===== src/rtl/mem_port_arbiter_if.sv =====
// Request/grant and memory-side bundle shared by the fetch stage, the LS stage and the memory port.
// The slave modport is the arbiter's view. The master modport is the surrounding environment.
interface mem_port_arbiter_if #(
  parameter int AW = 32,
  parameter int DW = 32
);
  logic          if_req;
  logic [AW-1:0] if_addr;
  logic          if_gnt;
  logic          if_rvalid;
  logic [DW-1:0] if_rdata;

  logic          ls_req;
  logic          ls_we;
  logic [AW-1:0] ls_addr;
  logic [DW-1:0] ls_wdata;
  logic          ls_gnt;
  logic          ls_rvalid;
  logic [DW-1:0] ls_rdata;

  logic          mem_ren;
  logic          mem_wen;
  logic [AW-1:0] mem_addr;
  logic [DW-1:0] mem_wdata;
  logic [DW-1:0] mem_rdata;

  logic          busy;

  modport slave (
    input  if_req, if_addr, ls_req, ls_we, ls_addr, ls_wdata, mem_rdata,
    output if_gnt, if_rvalid, if_rdata, ls_gnt, ls_rvalid, ls_rdata,
    output mem_ren, mem_wen, mem_addr, mem_wdata, busy
  );

  modport master (
    output if_req, if_addr, ls_req, ls_we, ls_addr, ls_wdata, mem_rdata,
    input  if_gnt, if_rvalid, if_rdata, ls_gnt, ls_rvalid, ls_rdata,
    input  mem_ren, mem_wen, mem_addr, mem_wdata, busy
  );
endinterface


===== src/rtl/mem_port_arbiter.sv =====
// Shares one memory port between instruction fetch and load/store, with one command in flight at a time.
// The optional IF anti-starvation counter is enabled by defining MEM_ARB_STARVE_EN.
module mem_port_arbiter #(
  parameter int AW         = 32,
  parameter int DW         = 32,
  parameter int RD_LAT     = 1,
  parameter int STARVE_MAX = 4
) (
  input  logic                clk,
  input  logic                rst,
  mem_port_arbiter_if.slave   bus
);
  typedef enum logic [1:0] {IDLE, ISSUE, WAIT} state_t;

  localparam logic [2:0] LAT_INIT = 3'(RD_LAT - 1);

  state_t        state_q;
  logic          owner_ls_q;
  logic          we_q;
  logic [2:0]    lat_cnt_q;
  logic          mem_ren_q;
  logic          mem_wen_q;
  logic [AW-1:0] mem_addr_q;
  logic [DW-1:0] mem_wdata_q;
  logic          if_gnt_q;
  logic          ls_gnt_q;
  logic          if_rvalid_q;
  logic          ls_rvalid_q;
  logic          busy_q;

  logic          any_req_d;
  logic          ls_wins_d;

  assign any_req_d = bus.if_req | bus.ls_req;

`ifdef MEM_ARB_STARVE_EN
  logic [2:0] starve_cnt_q;
  logic [2:0] starve_cnt_d;

  // LS loses a contested arbitration only once IF has lost STARVE_MAX in a row.
  always_comb begin
    ls_wins_d    = bus.ls_req && !(bus.if_req && (starve_cnt_q == 3'(STARVE_MAX)));
    starve_cnt_d = starve_cnt_q;
    if ((state_q == IDLE) && any_req_d) begin
      if (!ls_wins_d) begin
        starve_cnt_d = '0;
      end else if (bus.if_req && (starve_cnt_q != 3'(STARVE_MAX))) begin
        starve_cnt_d = starve_cnt_q + 3'd1;
      end
    end
  end

  always_ff @(posedge clk or negedge rst) begin
    if (!rst) begin
      starve_cnt_q <= '0;
    end else begin
      starve_cnt_q <= starve_cnt_d;
    end
  end
`else
  assign ls_wins_d = bus.ls_req;
`endif

  always_ff @(posedge clk or negedge rst) begin
    if (!rst) begin
      state_q     <= IDLE;
      owner_ls_q  <= 1'b0;
      we_q        <= 1'b0;
      lat_cnt_q   <= '0;
      mem_ren_q   <= 1'b0;
      mem_wen_q   <= 1'b0;
      mem_addr_q  <= '0;
      mem_wdata_q <= '0;
      if_gnt_q    <= 1'b0;
      ls_gnt_q    <= 1'b0;
      if_rvalid_q <= 1'b0;
      ls_rvalid_q <= 1'b0;
      busy_q      <= 1'b0;
    end else begin
      mem_ren_q   <= 1'b0;
      mem_wen_q   <= 1'b0;
      if_gnt_q    <= 1'b0;
      ls_gnt_q    <= 1'b0;
      if_rvalid_q <= 1'b0;
      ls_rvalid_q <= 1'b0;
      case (state_q)
        IDLE: begin
          if (any_req_d) begin
            state_q    <= ISSUE;
            busy_q     <= 1'b1;
            owner_ls_q <= ls_wins_d;
            if (ls_wins_d) begin
              mem_addr_q  <= bus.ls_addr;
              mem_wdata_q <= bus.ls_wdata;
              we_q        <= bus.ls_we;
              mem_ren_q   <= !bus.ls_we;
              mem_wen_q   <= bus.ls_we;
              ls_gnt_q    <= 1'b1;
            end else begin
              mem_addr_q  <= bus.if_addr;
              we_q        <= 1'b0;
              mem_ren_q   <= 1'b1;
              if_gnt_q    <= 1'b1;
            end
          end
        end
        ISSUE: begin
          lat_cnt_q <= LAT_INIT;
          if (we_q) begin
            state_q <= IDLE;
            busy_q  <= 1'b0;
          end else begin
            state_q <= WAIT;
            // With a one-cycle latency the only WAIT cycle already carries the data.
            if (RD_LAT == 1) begin
              if_rvalid_q <= !owner_ls_q;
              ls_rvalid_q <= owner_ls_q;
            end
          end
        end
        WAIT: begin
          if (lat_cnt_q == 3'd0) begin
            state_q <= IDLE;
            busy_q  <= 1'b0;
          end else begin
            lat_cnt_q <= lat_cnt_q - 3'd1;
            if (lat_cnt_q == 3'd1) begin
              if_rvalid_q <= !owner_ls_q;
              ls_rvalid_q <= owner_ls_q;
            end
          end
        end
        default: begin
          state_q <= IDLE;
          busy_q  <= 1'b0;
        end
      endcase
    end
  end

  assign bus.mem_ren   = mem_ren_q;
  assign bus.mem_wen   = mem_wen_q;
  assign bus.mem_addr  = mem_addr_q;
  assign bus.mem_wdata = mem_wdata_q;
  assign bus.if_gnt    = if_gnt_q;
  assign bus.ls_gnt    = ls_gnt_q;
  assign bus.if_rvalid = if_rvalid_q;
  assign bus.ls_rvalid = ls_rvalid_q;
  assign bus.if_rdata  = bus.mem_rdata;
  assign bus.ls_rdata  = bus.mem_rdata;
  assign bus.busy      = busy_q;
endmodule


===== src/flat_wrapper.sv =====
// flat-port wrapper written by rule: the top's interface ports become plain ports
module mem_port_arbiter_flat 
#(
  parameter int AW         = 32,
  parameter int DW         = 32,
  parameter int RD_LAT     = 1,
  parameter int STARVE_MAX = 4
)
  (clk, rst, bus_if_req, bus_if_addr, bus_ls_req, bus_ls_we, bus_ls_addr, bus_ls_wdata, bus_mem_rdata, bus_if_gnt, bus_if_rvalid, bus_if_rdata, bus_ls_gnt, bus_ls_rvalid, bus_ls_rdata, bus_mem_ren, bus_mem_wen, bus_mem_addr, bus_mem_wdata, bus_busy);
  mem_port_arbiter_if #(.AW(AW), .DW(DW)) bus_i ();
  input  logic clk;
  input  logic rst;
  input wire logic [$bits(bus_i.if_req)-1:0] bus_if_req;
  input wire logic [$bits(bus_i.if_addr)-1:0] bus_if_addr;
  input wire logic [$bits(bus_i.ls_req)-1:0] bus_ls_req;
  input wire logic [$bits(bus_i.ls_we)-1:0] bus_ls_we;
  input wire logic [$bits(bus_i.ls_addr)-1:0] bus_ls_addr;
  input wire logic [$bits(bus_i.ls_wdata)-1:0] bus_ls_wdata;
  input wire logic [$bits(bus_i.mem_rdata)-1:0] bus_mem_rdata;
  output wire logic [$bits(bus_i.if_gnt)-1:0] bus_if_gnt;
  output wire logic [$bits(bus_i.if_rvalid)-1:0] bus_if_rvalid;
  output wire logic [$bits(bus_i.if_rdata)-1:0] bus_if_rdata;
  output wire logic [$bits(bus_i.ls_gnt)-1:0] bus_ls_gnt;
  output wire logic [$bits(bus_i.ls_rvalid)-1:0] bus_ls_rvalid;
  output wire logic [$bits(bus_i.ls_rdata)-1:0] bus_ls_rdata;
  output wire logic [$bits(bus_i.mem_ren)-1:0] bus_mem_ren;
  output wire logic [$bits(bus_i.mem_wen)-1:0] bus_mem_wen;
  output wire logic [$bits(bus_i.mem_addr)-1:0] bus_mem_addr;
  output wire logic [$bits(bus_i.mem_wdata)-1:0] bus_mem_wdata;
  output wire logic [$bits(bus_i.busy)-1:0] bus_busy;
  assign bus_i.if_req = bus_if_req;
  assign bus_i.if_addr = bus_if_addr;
  assign bus_i.ls_req = bus_ls_req;
  assign bus_i.ls_we = bus_ls_we;
  assign bus_i.ls_addr = bus_ls_addr;
  assign bus_i.ls_wdata = bus_ls_wdata;
  assign bus_i.mem_rdata = bus_mem_rdata;
  assign bus_if_gnt = bus_i.if_gnt;
  assign bus_if_rvalid = bus_i.if_rvalid;
  assign bus_if_rdata = bus_i.if_rdata;
  assign bus_ls_gnt = bus_i.ls_gnt;
  assign bus_ls_rvalid = bus_i.ls_rvalid;
  assign bus_ls_rdata = bus_i.ls_rdata;
  assign bus_mem_ren = bus_i.mem_ren;
  assign bus_mem_wen = bus_i.mem_wen;
  assign bus_mem_addr = bus_i.mem_addr;
  assign bus_mem_wdata = bus_i.mem_wdata;
  assign bus_busy = bus_i.busy;
  mem_port_arbiter #(.AW(AW), .DW(DW), .RD_LAT(RD_LAT), .STARVE_MAX(STARVE_MAX)) u_core (.clk(clk), .rst(rst), .bus(bus_i));
endmodule

===== config.mk =====
export PLATFORM = sky130hd
export DESIGN_NAME = mem_port_arbiter_flat
export DESIGN_NICKNAME = d
export VERILOG_FILES = /design/src/rtl/mem_port_arbiter_if.sv /design/src/rtl/mem_port_arbiter.sv /design/src/flat_wrapper.sv
export SDC_FILE = /design/constraint.sdc
export NUM_CORES = 1
export LEC_CHECK = 0
export CORE_ASPECT_RATIO = 1.25
export CORE_MARGIN = 1
export CORE_UTILIZATION = 30
export DETAILED_ROUTE_END_ITERATION = 10
export DONT_BUFFER_PORTS = 1
export GPL_TIMING_DRIVEN = 0
export PLACE_DENSITY = 0.43
export SYNTH_ARGS = -nofsm -noshare
export SYNTH_HDL_FRONTEND = slang
export SYNTH_SLANG_ARGS = --single-unit

===== constraint.sdc =====
create_clock -name clk -period 2.15 [get_ports clk]
set_input_delay 0.5375 -clock clk [delete_from_list [all_inputs] [get_ports clk]]
set_output_delay 0.5375 -clock clk [all_outputs]
set_load 0.05 [all_outputs]

; ---- Word-level counts from Yosys, hierarchy flattened
; Cells that the tools add are included.
[word_totals]
elab_cells = 63
register_bits = 78
output_inout_bits = 135
in_bits = 133
[classes]
n_mux = 31
add_sub_neg = 1
reduce_logical = 10
n_bitwise = 1
n_eq_ne = 7
[ops]
columns = cell, count
row1 = 2-to-1 mux 32 bit, 1
row2 = 2-to-1 mux 1 bit, 21
row3 = 2-to-1 mux 2 bit, 3
row4 = != test 2 x 1 -> 1 bit (second input constant), 3
row5 = one-hot mux 2 bit (3 select lines), 1
row6 = one-hot mux 3 bit (2 select lines), 1
row7 = AND reduction 2 bit, 3
row8 = AND reduction 3 bit, 2
row9 = one-hot mux 1 bit (2 select lines), 2
row10 = equality test 3 x 1 -> 1 bit (second input constant), 1
row11 = zero test 3 bit, 1
row12 = 2-to-1 mux 3 bit, 1
row13 = one-hot mux 1 bit (3 select lines), 1
row14 = subtractor 3 x 1 -> 3 bit (second input constant), 1
row15 = equality test 2 x 1 -> 1 bit (second input constant), 1
row16 = equality test 2 bit (second input constant), 1
row17 = zero test 1 bit, 2
row18 = zero test 2 bit, 1
row19 = != test 2 bit (second input constant), 1
row20 = nonzero test 2 bit, 1
row21 = bitwise OR 1 bit, 1

; ---- Depth between registers and ports, before layout
; Gate-level depths: netlist (run 1).
[depth]
word_depth = 4
depth_mapped = 7

; ---- Least setup slack after synthesis (run 1)
; No wires, ideal clock.
[synth_timing]
path_kind = reg2reg
from = register u_core.state_q[0]
to = register u_core.mem_wdata_q[10] (netlist: u_core.bus.mem_wdata[10])
required_time_ns = 2.025
setup_slack_ns = 0.619
period_less_slack_ns = 1.531
arrival_time_ns = 1.405
path_buffers = 2
stages_incl_launch_ff = 7
path_cell_list = dfrtp_1 -> inv_1 -> ha_1 -> and2_4 -> buf_6 -> buf_6 -> mux2_4
[synth_via]
elab_chain_len = 2
[synth_rtl]
columns = item, line_no
row1 = "start, declared", mem_port_arbiter.sv:17  ; state_t state_q;
row2 = "start signal, assigned", mem_port_arbiter.sv:66  ; state_q <= IDLE;
row3 = "start signal, assigned", mem_port_arbiter.sv:89  ; state_q <= ISSUE;
row4 = "start signal, assigned", mem_port_arbiter.sv:110  ; state_q <= IDLE;
row5 = zero test 2 bit, mem_port_arbiter.sv:86  ; case (state_q)
row6 = AND reduction 3 bit (no source line), n/a
row7 = "end signal, assigned", mem_port_arbiter.sv:94  ; mem_wdata_q <= bus.ls_wdata;
row8 = "end, declared", mem_port_arbiter.sv:24  ; logic [DW-1:0] mem_wdata_q;
; No other way between the ends.
; A chain may end at the register's enable or synchronous reset.

; ---- Worst setup path after layout (run 1)
[layout_timing]
from = register u_core.state_q[0]
to = register u_core.mem_wdata_q[18] (netlist: u_core.bus.mem_wdata[18])
; The elaborated chain is that of the path after synthesis.

==> results.cfg, run 1 <==
[job]
maxCapViolations = 0

[global_routing]
grt_pass1_vias = 2354
gr-usage-all-layers = 0.125
antenna_found_initial = 0
globalRouteOverflowTotal = 0
grt_pass1_wl_um = 12700
grt_start_max_net_pins = 79

[synthesis]
postSynthAreaPerCell_um2 = 11.9
synth_area_leader_cell = dfrtp_1
synth-async-reset-ratio = 1.00
yosysWarnings = 0
seq_area_frac_synth = 0.502
netlist.area_leader.share = 0.502
synth_fp_nets = 466
netlist_area_um2 = 3890
synth-main-ff-cell = dfrtp_1
synth.top_cells.by_area = dfrtp_1, buf_4, mux2_4
synthCells = 327
synth-seq-cells = 78
synth_edf_count = 0
synth.distinct_cells = 28

[setup_path]
cp_cell_sequence = inv_1 -> ha_1 -> and2_4 -> buf_6 -> buf_6 -> mux2_4
cp.required_ps = 2360
critPathLaunchType = register
end_kind = register
crit_fanout = 10
worstPathArrival_ps = 1950
critPathKind = register to register
cp_common_cell = buf_6
max_stage_delay_ps = 400
cp_slowest_cell = dfrtp_1

[timing]
finalCriticalPeriod_ps = 1740
finClkSkew_ps = 4.35
final_hold_viol_count = 78
fin_crit_sh = 0.811
slew_headroom = 0.644
fin_ws_ps = 406
finalSetupViolations = 0
worst_pin_slew_ps = 535
rsz0062_at_grt = no
hold_slack_ps = -96.0
setup-tns-final_ps = 0
drv_slew = 0
fmax_ghz = 0.574

[clock_tree]
path_clk_slew_ps = 60
post-cts-setup-buffers = 0
htree_levels = 3
cts_buffers = 9
cts_resized = 0
clock-sinks = 78
clockBufferDepth = 2
cts_tree = done
insertion_delay_ps = 320
root_buffer = clkbuf_16

[drt]
drt_first_iter_violations = 42
dr.pass1.iters = 3
route.vias.total = 2317
vias_per_cell = 4.53
wl_per_cell_um = 16.3
drt-total-wl_um = 8310
ant_nets = 0
drc = 0

[placement]
place_area_um2 = 4100
dp_cells = 495
gp_congestion = 0.713
pre_cts_slack_ps = 396
portBuffers = 0
hpwl_um = 6230

[floorplan]
core_um2 = 12700
rows = 46
dieHeight_um = 129
initial_utilization = 0.307
die_x_um = 104
io_pins = 268
die_area_um2 = 13400

[finish]
final_cell_mix = dfrtp_1, buf_4, nand2_1
fill_cells = 1276
n_antenna_cell = 0
layout_commonest_cell = dfrtp_1
nets = 477
layout-drive-gt1-share = 0.370
fin_cells = 511
utilization = 0.346
multi_input_area_um2 = 1340
area_delta_synth_final_pct = 12.5
seqCellArea_um2 = 1950
design_area_um2 = 4380

[power]
p_leak_uw = 0.00213
powerDensity_nw_per_um2 = 1850
max-vdd-ir-drop_mv = 0.608

[outcome]
violations = hold timing
status = complete, but fails checks

[min_path]
hp-class = input pin to asynchronous set/reset pin
## stage by stage
step	hold WS (ps)	total power [µW]
after floorplan	242	6350
after global placement	244	6760
after detailed placement	244	6780
after CTS	-118	8230
after global routing	-120	8530
final	-96.0	8100
## Yosys cell counts (4+ instances only)
cell / count
buf_2: 8
o21ai_0: 33
ha_1: 6
mux2_2: 5
mux2i_1: 34
mux2_4: 28
nor2_1: 4
buf_4: 64
buf_6: 5
nand2_1: 38
dfrtp_1: 78
inv_1: 4
## path summary, 6_finish.rpt
path                                                     from                                   end  slack (ps)  depth (start not counted)
worst max-delay path            u_core.state_q[0]$_DFFE_PN0P_  u_core.bus.mem_wdata[18]$_DFFE_PN0P_         410                          6
worst min-delay path                                      rst   u_core.bus.mem_wdata[8]$_DFFE_PN0P_        -100                          0
worst max register to register  u_core.state_q[0]$_DFFE_PN0P_  u_core.bus.mem_wdata[18]$_DFFE_PN0P_         410                          6
worst min register to register  u_core.owner_ls_q$_DFFE_PN0P_        u_core.bus.if_rvalid$_DFF_PN0_         470                          1
max in group asynchronous                                 rst   u_core.bus.mem_addr[30]$_DFFE_PN0P_        2110                          0
min in group clk                                    bus_ls_we          u_core.bus.mem_ren$_DFF_PN0_         300                          1
## report_power, final
| group | switching, µW | leakage (µW) | internal, µW |
|---|---|---|---|
| combinational | 898 | 0.00104 | 903 |
| sequential | 2800 | 0.000952 | 2110 |
| clock | 585 | 0.000130 | 806 |
| total | 4280 | 0.00213 | 3820 |
## flip-flops by register name (all words and copies together), names as in the netlist
signal	cells
u_core.bus.mem_addr	32
u_core.bus.mem_wdata	32
u_core.lat_cnt_q	3
u_core.state_q	2
u_core.bus.busy	1
u_core.bus.if_gnt	1
u_core.bus.if_rvalid	1
u_core.bus.ls_gnt	1
u_core.bus.ls_rvalid	1
u_core.bus.mem_ren	1
u_core.bus.mem_wen	1
u_core.owner_ls_q	1
u_core.we_q	1
## metal layers
layer  share of wire  up-vias  global-route usage
met5               0        -                   0
met4           0.017        0              0.0655
met3            0.11       10              0.0478
met2            0.47      165               0.196
met1            0.40     1089               0.148
li1                -     1053                   -
## logic make-up (layout without fill, tap and decap cells)
family          count (synthesis)  in the layout  share of synthesized area
buf+inv                        83             99                      0.154
flops                          78             78                      0.502
mux                            67             67                      0.210
simple gates                   50             50                     0.0540
compound gates                 43             43                     0.0611
fa+ha+maj                       6              6                     0.0193
## critical path: cells and delay by family, from the launching register on
kind                       cells  cell delay, ps
muxes                          1             310
DFF                            1             400
and+or+nand+nor                1             200
adders and majority gates      1             320
buffers and inverters          3             400
## layout make-up
type / count / share of cell area
flip-flops and latches: 78 / 0.446
multi-input cells: 166 / 0.306
plain buffers: 79 / 0.133
clock buffers: 10 / 0.0546
well taps: 168 / 0.0480
clock inverters: 6 / 0.00857
inverters: 4 / 0.00343
Note: power is estimated with default switching activity, not from simulation.
==> inputs of run 2 (changes only) <==
==> constraint.sdc (replaced) <==
create_clock -name clk -period 1.7 [get_ports clk]
set_input_delay 0.425 -clock clk [delete_from_list [all_inputs] [get_ports clk]]
set_output_delay 0.425 -clock clk [all_outputs]
set_load 0.05 [all_outputs]
==> results.cfg, run 2 (synthesized netlist as in run 1, its figures left out) <==
[outcome]
status = complete, but fails checks
violations = hold timing

[clock_tree]
root_buffer = clkbuf_16
cts_buffers = 9
post-cts-setup-buffers = 0
clock-sinks = 78
insertion_delay_ps = 320
path_clk_slew_ps = 60
htree_levels = 3
cts_tree = done
clockBufferDepth = 2

[drt]
ant_nets = 0
drt-total-wl_um = 8320
wl_per_cell_um = 16.3
vias_per_cell = 4.54
dr.pass1.iters = 4
drc = 0
route.vias.total = 2319
drt_first_iter_violations = 45

[placement]
place_area_um2 = 4100
portBuffers = 0
gp_congestion = 0.713
hpwl_um = 6230

[finish]
n_antenna_cell = 0
seqCellArea_um2 = 1950
multi_input_area_um2 = 1350
final_cell_mix = dfrtp_1, buf_4, nand2_1
layout_commonest_cell = dfrtp_1
nets = 477
design_area_um2 = 4390
layout-drive-gt1-share = 0.373
area_delta_synth_final_pct = 12.9
fill_cells = 1275

[timing]
finalSetupViolations = 0
finClkSkew_ps = 4.31
worst_pin_slew_ps = 535
fin_crit_sh = 0.949
drv_slew = 0
fmax_ghz = 0.620
rsz0062_at_grt = no
slew_headroom = 0.644
setup-tns-final_ps = 0
finalCriticalPeriod_ps = 1610
final_hold_viol_count = 78
hold_slack_ps = -209

[setup_path]
cp.buffers_inverters = 3
critPathKind = register to register
cp_slowest_cell = dfrtp_1
critPathLaunchType = register
max_stage_delay_ps = 400
cp.required_ps = 1910
end_kind = register
cp_cell_sequence = inv_1 -> ha_4 -> and2_4 -> buf_6 -> buf_6 -> mux2_4
cp_common_cell = buf_6
crit_fanout = 10
worstPathArrival_ps = 1820
cp_top_family = buffers and inverters

[floorplan]
die_x_um = 104
die_area_um2 = 13400
core_um2 = 12700
initial_utilization = 0.307
dieHeight_um = 129
rows = 46
io_pins = 268

[global_routing]
gr-usage-all-layers = 0.124
globalRouteOverflowTotal = 0
grt_start_max_net_pins = 79
antenna_found_initial = 0
grt_pass1_wl_um = 12700
grt_pass1_vias = 2353

[power]
max-vdd-ir-drop_mv = 0.769
powerDensity_nw_per_um2 = 2340
p_leak_uw = 0.00213

[job]
maxCapViolations = 0

[min_path]
hp-class = input pin to asynchronous set/reset pin
==> run 2: cell counts in the layout (fill, tap and decap cells not counted) <==
Identical to the previous run, type by type.
==> run 2: repair_timing <==
item                                    in CTS  in global routing
endpoints found under the setup margin      60                 60
resized for setup                            1                  3
endpoints found under the hold margin       78                 78
==> run 2: where the power goes <==
group          internal [µW]  total (µW)  switching, µW
Sequential              2670        6210           3540
Combinational           1180        2330           1150
Clock                   1020        1760            740
==> run 2: layout make-up <==
type	count	area share
inverter	4	0.00342
clock buffer	10	0.0544
tap	168	0.0478
buffer	79	0.134
clock inverter	6	0.00854
sequential	78	0.444
multi-input combinational	166	0.308
==> run 2: stage by stage <==
stage	total power, µW	hold slack (ps)	utilization	instances	setup WS (ps)
after global placement	8550	131	0.324	495	-33.1
after CTS	10400	-230	0.346	511	23.7
final	10300	-209	0.347	511	86.2
after global routing	10800	-233	0.347	511	3.14
after floorplan	8030	129	-	327	169
after detailed placement	8580	132	0.324	495	-54.1
==> run 2: path summary, 6_finish.rpt <==
path	startpoint	to	slack [ps]	cells after the start
max	u_core.state_q[0]$_DFFE_PN0P_	u_core.bus.mem_wdata[18]$_DFFE_PN0P_	90	6
min	rst	u_core.bus.mem_wdata[8]$_DFFE_PN0P_	-210	0
max reg2reg	u_core.state_q[0]$_DFFE_PN0P_	u_core.bus.mem_wdata[18]$_DFFE_PN0P_	90	6
min reg2reg	u_core.owner_ls_q$_DFFE_PN0P_	u_core.bus.if_rvalid$_DFF_PN0_	470	1
max in group asynchronous	rst	u_core.bus.mem_addr[30]$_DFFE_PN0P_	1780	0
min in group clk	bus_ls_we	u_core.bus.mem_ren$_DFF_PN0_	180	1
==> run 2: routing by layer <==
metal  wire length, µm  share of wire  track usage  up-vias
li1                  -              -            -     1053
met1              3340           0.40        0.148     1091
met2              3920           0.47        0.196      165
met3               919           0.11       0.0473       10
met4               141          0.017       0.0655        0
met5                 0              0            0        -
